--- src/rtl/simd_thread_sequencer.sv ---
// simd_thread_sequencer: issues one decoded SIMD instruction to each active thread of a lane, lowest tIdx first.
// Latency: first issue registered one cycle after accept; k hazard-free threads issue on k consecutive cycles.
// Backpressure: stall freezes state/history/payload; RAW hazards insert bubbles. Optional perf counters: SIMD_SEQ_PERF_CNT_EN.
module simd_thread_sequencer #(
  parameter int NUM_THREADS = 16,
  parameter int HAZ_DEPTH   = 3
) (
  input  logic                           clk,
  input  logic                           rst,
  input  logic                           instr_valid,
  output logic                           instr_ready,
  input  logic [4:0]                     instr_AD1,
  input  logic [4:0]                     instr_AD2,
  input  logic [4:0]                     instr_AD3,
  input  logic [4:0]                     instr_FUNCT4,
  input  logic [31:0]                    instr_IMM,
  input  logic                           instr_is_int,
  input  logic                           instr_is_float,
  input  logic                           instr_WE3,
  input  logic [NUM_THREADS-1:0]         active_mask,
  input  logic                           stall,
  output logic                           issue_valid,
  output logic [$clog2(NUM_THREADS)-1:0] tIdx,
  output logic [4:0]                     AD1,
  output logic [4:0]                     AD2,
  output logic [4:0]                     AD3,
  output logic [4:0]                     FUNCT4,
  output logic [31:0]                    IMM,
  output logic                           is_int,
  output logic                           is_float,
  output logic                           WE3,
  output logic                           busy
`ifdef SIMD_SEQ_PERF_CNT_EN
  ,
  output logic [31:0]                    perf_issued,
  output logic [31:0]                    perf_hazard,
  output logic [31:0]                    perf_stall
`endif
);

  localparam int TW = $clog2(NUM_THREADS);

  typedef enum logic [0:0] {
    S_IDLE  = 1'b0,
    S_ISSUE = 1'b1
  } state_t;

  typedef struct packed {
    logic [4:0]  ad1;
    logic [4:0]  ad2;
    logic [4:0]  ad3;
    logic [4:0]  funct4;
    logic [31:0] imm;
    logic        is_int;
    logic        is_float;
    logic        we3;
  } instr_t;

  // One slot per issued cycle still in flight after ID; vld = 0 marks a bubble.
  typedef struct packed {
    logic          vld;
    logic [TW-1:0] tidx;
    logic [4:0]    ad3;
    logic          we3;
  } hist_t;

  state_t                 state_q, state_d;
  instr_t                 lat;
  logic [NUM_THREADS-1:0] rem_mask;
  hist_t                  hist [HAZ_DEPTH];

  logic [TW-1:0]          cand;
  logic [NUM_THREADS-1:0] cand_oh;
  logic                   last;
  logic                   hazard;
  logic                   fire;
  logic                   bubble;
  logic                   accept;
  logic                   hist_any;

  // Candidate thread is the lowest remaining bit; also flags whether it is the final one.
  always_comb begin
    cand    = '0;
    cand_oh = '0;
    for (int i = NUM_THREADS - 1; i >= 0; i--) begin
      if (rem_mask[i]) cand = TW'(i);
    end
    cand_oh[cand] = 1'b1;
    last = ((rem_mask & ~cand_oh) == '0);
  end

  // RAW check: an in-flight write by the same thread to a register this instruction reads.
  always_comb begin
    hazard   = 1'b0;
    hist_any = 1'b0;
    for (int j = 0; j < HAZ_DEPTH; j++) begin
      if (hist[j].vld) hist_any = 1'b1;
      if (hist[j].vld && hist[j].we3 && (hist[j].tidx == cand) && (hist[j].ad3 != 5'd0) &&
          ((hist[j].ad3 == lat.ad1) || (hist[j].ad3 == lat.ad2))) begin
        hazard = 1'b1;
      end
    end
  end

  // Next state and handshake. instr_ready rises in the cycle the final thread is selected,
  // so a new instruction can be accepted while the final issue is being registered.
  // Stall blocks accepts too, because the state must hold under stall.
  always_comb begin
    state_d     = state_q;
    instr_ready = 1'b0;
    fire        = 1'b0;
    bubble      = 1'b0;
    unique case (state_q)
      S_IDLE: begin
        instr_ready = !stall;
      end
      S_ISSUE: begin
        if (!stall) begin
          if (hazard) begin
            bubble = 1'b1;
          end else begin
            fire = 1'b1;
            if (last) begin
              instr_ready = 1'b1;
              state_d     = S_IDLE;
            end
          end
        end
      end
      default: state_d = S_IDLE;
    endcase
    if (rst) instr_ready = 1'b0;
    accept = instr_valid && instr_ready;
    if (accept) state_d = (active_mask != '0) ? S_ISSUE : S_IDLE;
  end

  // State, latched instruction, remaining mask and hazard history.
  always_ff @(posedge clk) begin
    if (rst) begin
      state_q  <= S_IDLE;
      lat      <= '0;
      rem_mask <= '0;
      for (int j = 0; j < HAZ_DEPTH; j++) hist[j] <= '0;
    end else begin
      state_q <= state_d;
      if (accept) begin
        lat <= '{ad1: instr_AD1, ad2: instr_AD2, ad3: instr_AD3, funct4: instr_FUNCT4,
                  imm: instr_IMM, is_int: instr_is_int, is_float: instr_is_float, we3: instr_WE3};
      end
      if (accept) begin
        rem_mask <= active_mask;
      end else if (fire) begin
        rem_mask <= rem_mask & ~cand_oh;
      end
      if (!stall) begin
        hist[0] <= fire ? '{vld: 1'b1, tidx: cand, ad3: lat.ad3, we3: lat.we3} : '0;
        for (int j = 1; j < HAZ_DEPTH; j++) hist[j] <= hist[j-1];
      end
    end
  end

  // Registered lane outputs; payload holds between issues, WE3 is only high with an issue.
  always_ff @(posedge clk) begin
    if (rst) begin
      issue_valid <= 1'b0;
      tIdx        <= '0;
      AD1         <= '0;
      AD2         <= '0;
      AD3         <= '0;
      FUNCT4      <= '0;
      IMM         <= '0;
      is_int      <= 1'b0;
      is_float    <= 1'b0;
      WE3         <= 1'b0;
    end else begin
      issue_valid <= fire;
      WE3         <= fire && lat.we3;
      if (fire) begin
        tIdx     <= cand;
        AD1      <= lat.ad1;
        AD2      <= lat.ad2;
        AD3      <= lat.ad3;
        FUNCT4   <= lat.funct4;
        IMM      <= lat.imm;
        is_int   <= lat.is_int;
        is_float <= lat.is_float;
      end
    end
  end

  assign busy = (state_q == S_ISSUE) || hist_any;

`ifdef SIMD_SEQ_PERF_CNT_EN
  // Saturating event counters: issues, hazard bubbles, stalled ISSUE cycles.
  always_ff @(posedge clk) begin
    if (rst) begin
      perf_issued <= '0;
      perf_hazard <= '0;
      perf_stall  <= '0;
    end else begin
      if (fire && (perf_issued != 32'hFFFF_FFFF)) perf_issued <= perf_issued + 32'd1;
      if (bubble && (perf_hazard != 32'hFFFF_FFFF)) perf_hazard <= perf_hazard + 32'd1;
      if (stall && (state_q == S_ISSUE) && (perf_stall != 32'hFFFF_FFFF)) perf_stall <= perf_stall + 32'd1;
    end
  end
`endif

endmodule

--- config.mk ---
export PLATFORM = sky130hd
export DESIGN_NAME = simd_thread_sequencer
export DESIGN_NICKNAME = d
export VERILOG_FILES = /design/src/rtl/simd_thread_sequencer.sv
export SDC_FILE = /design/constraint.sdc
export NUM_CORES = 1
export LEC_CHECK = 0
export ABC_AREA = 1
export CAP_MARGIN = 5
export CORE_MARGIN = 10
export CORE_UTILIZATION = 25
export CTS_BUF_LIST = sky130_fd_sc_hd__clkbuf_4 sky130_fd_sc_hd__clkbuf_8
export CTS_CLUSTER_DIAMETER = 50
export DETAILED_ROUTE_END_ITERATION = 8
export PLACE_DENSITY = 0.55
export SYNTH_ARGS = -nofsm -noshare
export SYNTH_HDL_FRONTEND = slang
export SYNTH_SLANG_ARGS = --single-unit
--- constraint.sdc ---
create_clock -name clk -period 7.05 [get_ports clk]
set_input_delay 0.705 -clock clk [delete_from_list [all_inputs] [get_ports clk]]
set_output_delay 0.705 -clock clk [all_outputs]
set_load 0.02 [all_outputs]
==> results_dict.tcl <==
set metrics [dict create \
    synth_top_area_share_pct 34.7 \
    fillers 3200 \
    endpoint_kind "output pin" \
    cts_tree "built" \
    hold_viol 0 \
    crit_chain "nor2_1 -> nand3_1 -> nor2_2 -> nor4_1 -> nand3_1 -> nor2_2 -> nand4_1 -> nand2_1 -> nand2_1 -> nor2_1 -> nand2_1 -> nor2_2 -> nand3_2 -> a21boi_4 -> clkdlybuf4s50_1" \
    synth_cell_types 39 \
    p_per_area_mw_per_mm2 221 \
    dp_slack_ns 3.41 \
    netlist_area_mm2 0.00761 \
    fmax_ghz 0.246 \
    gp_routability_congestion 0.897 \
    chipWidth_um 194 \
    slew_headroom_pct 27.4 \
    ir_drop_mv 0.114 \
    syn_avg_cell_area_um2 7.98 \
    cts_setup_buffers 0 \
    die-area_mm2 0.0378 \
    clock-sinks 165 \
    p_int_mw 1.48 \
    worstReg2RegStart "rem_mask[9]$_SDFFE_PP0P_" \
    grtUsageTotal_pct 12.1 \
    skew_ns 0.0195 \
    crit_path_max_fanout 5 \
    final_cell_mix "157 x nand2_1, 138 x nor2_1, 134 x clkdlybuf4s50_1, 132 x dfxtp_1, 82 x nand3_1" \
    synthCells 953 \
    r2r_end "state_q$_SDFF_PP0_" \
    arrival_ns 3.36 \
    period_minus_slack_ns 4.07 \
    core_area_mm2 0.0298 \
    port_buffers 136 \
    nets 1130 \
    clk_path_buf_depth 2 \
    core.rowCount 63 \
    ios 137 \
    setup_viol 0 \
    synthToLayoutAreaGrowth_pct 26.2 \
    wirelength_mm 23.4 \
    p_leak_nw 3.66 \
    hold_buffers 0 \
    drtAntennaViolNets 0 \
    switching_share_pct 30.2 \
    min_to "lat[31]$_SDFFE_PP0P_" \
    maxSlewViolCount 0 \
    grt_antenna_before_repair 4 \
    yosysWarnings 0 \
    final_cells 1458 \
    critPathKind "flop to output pin" \
    maxCapViolCount 0 \
    pwr-share-clk_pct 33.5 \
    die_y_um 194 \
    drive_above_1_share_pct 11.6 \
    r2r_setup_slack_ns 3.38 \
    seq_power_share_pct 48.9 \
    period_share_pct 57.7 \
    ys_seq_elements 165 \
    switchingPower_mw 0.643 \
    ys_seq_area_share_pct 47.8 \
    final_common_cell "nand2_1" \
    dp_hpwl_mm 15.7 \
    worst_pin_slew_ns 1.09 \
    hp-start "lat[31]$_SDFFE_PP0P_" \
    cp-start-kind "flop" \
    drc 0 \
    clk_pin_slew_ns 0.10 \
    via_per_inst 4.55 \
    hp-class "flop to flop" \
    slowest_stage "clkdlybuf4s50_1" \
    dp_cells 1426 \
    grt_pass1_vias 6613 \
    grt_max_degree 88 \
    max_stage_delay_ns 0.64 \
    grt_pass1_wl_mm 37.3 \
    antennaDiodeCount 0 \
    yosysTopAreaCell "dfxtp_1" \
    fin_ws_ns 2.98 \
    drt_pass1_iterations 5 \
    overflow 0 \
    finalPower_mw 2.12 \
    critPathRequiredTime_ns 6.34 \
    r2r_cells 18 \
    cts_inserted_buffers 17 \
    grt_setup_unrepaired "false" \
    avgRoutedWirePerCell_um 16.0 \
    synth.net_count 1028 \
    hold_depth 2 \
    vias 6631 \
    synth-edff-count 33 \
    finalSetupTns_ns 0 \
    post_cts_resized 0 \
    ys.flop_type "dfxtp_1" \
    worstSkewPairLatency_ns 0.45 \
    status "completed" \
    power_frac_comb_pct 17.6 \
    initial_core_util_pct 25.5 \
    htreeDepth 4 \
    drtIter0Drc 412 \
    clockRootBuffer "clkbuf_8" \
    synthTopCellsByArea "dfxtp_1 35%, edfxtp_1 13%, nand2_1 7.7%, nor2_1 6.8%, nand3_1 5.4%" \
    postSynth.asyncResetShare_pct 0 \
]
-- worst max path at each step --
stage,depth (start not counted),startpoint,to,slack (ns)
finish,15,rem_mask[9]$_SDFFE_PP0P_,instr_ready,2.98
global placement,18,rem_mask[11]$_SDFFE_PP0P_,state_q$_SDFF_PP0_,3.44
global route,15,rem_mask[12]$_SDFFE_PP0P_,instr_ready,2.67
floorplan,15,rem_mask[4]$_SDFFE_PP0P_,instr_ready,4.30
detailed placement,20,rem_mask[14]$_SDFFE_PP0P_,state_q$_SDFF_PP0_,3.41
CTS,17,rem_mask[14]$_SDFFE_PP0P_,instr_ready,2.94
-- routing by layer --
metal	global-route usage, %	routed length (um)	vias to the layer above
li1	-	-	3364
met1	15.2	10700	3094
met2	19.2	10900	143
met3	4.44	1500	22
met4	2.70	222	8
met5	0	58	-
-- kinds of logic (layout without fill, tap and decap cells) --
logic type      Yosys count  in the layout  share of synthesized area [%]
buf+inv                 142            257                           8.39
compound gates          163            163                           12.6
simple gates            467            467                           29.4
flops                   165            165                           47.8
xor+xnor                 16             16                           1.84
-- metrics by stage --
stage	instance area (um^2)	utilization (%)	hold slack, ns
global placement	9190	30.9	0.454
detailed placement	9190	30.9	0.455
finish	9600	32.2	0.469
floorplan	7610	-	0.441
CTS	9600	32.2	0.443
global route	9600	32.2	0.441
-- sequential cells by signal, indices dropped and copies added, names as in the netlist --
signal,cells
AD3,5
state_q,1
rem_mask,16
is_int,1
issue_valid,1
hist,33
IMM,32
AD2,5
lat,55
tIdx,4
WE3,1
FUNCT4,5
is_float,1
AD1,5
-- cell type report --
type | count | area (um^2) | share of cell area, %
Multi-Input combinational cell | 646 | 3360 | 35.0
Clock inverter | 13 | 150 | 1.56
Sequential cell | 165 | 3630 | 37.9
Inverter | 82 | 308 | 3.21
Timing Repair Buffer | 143 | 1410 | 14.7
Clock buffer | 19 | 255 | 2.66
Tap cell | 390 | 488 | 5.08
-- cells in the mapped netlist, types with 6 or more instances --
| master | number |
|---|---|
| o21ai_0 | 58 |
| inv_2 | 6 |
| nand3_2 | 35 |
| nand3_1 | 82 |
| xnor2_1 | 6 |
| edfxtp_1 | 33 |
| nor3_1 | 7 |
| dfxtp_1 | 132 |
| inv_1 | 76 |
| a21oi_2 | 22 |
| xor2_1 | 10 |
| nand2_1 | 157 |
| nand4_1 | 24 |
| a21oi_1 | 61 |
| clkbuf_1 | 30 |
| nor2_2 | 7 |
| buf_2 | 19 |
| nor2_1 | 138 |
-- worst max-delay path: cells and delay by family, from the launching register on --
kind,cells,cell delay [ns]
flip-flops,1,0.43
AND/OR/NAND/NOR,13,1.59
buffers and inverters,1,0.64
AO/OA/AOI/OAI,1,0.24
-- power by group through the flow --
stage | combinational (mW) | clock (mW) | sequential [mW]
finish | 0.374 | 0.713 | 1.04
global route | 0.416 | 0.778 | 1.04
CTS | 0.378 | 0.742 | 1.04
detailed placement | 0.376 | 0 | 1.06
global placement | 0.375 | 0 | 1.06
floorplan | 0.232 | 0 | 1.07
(Power assumes the default switching activity.)
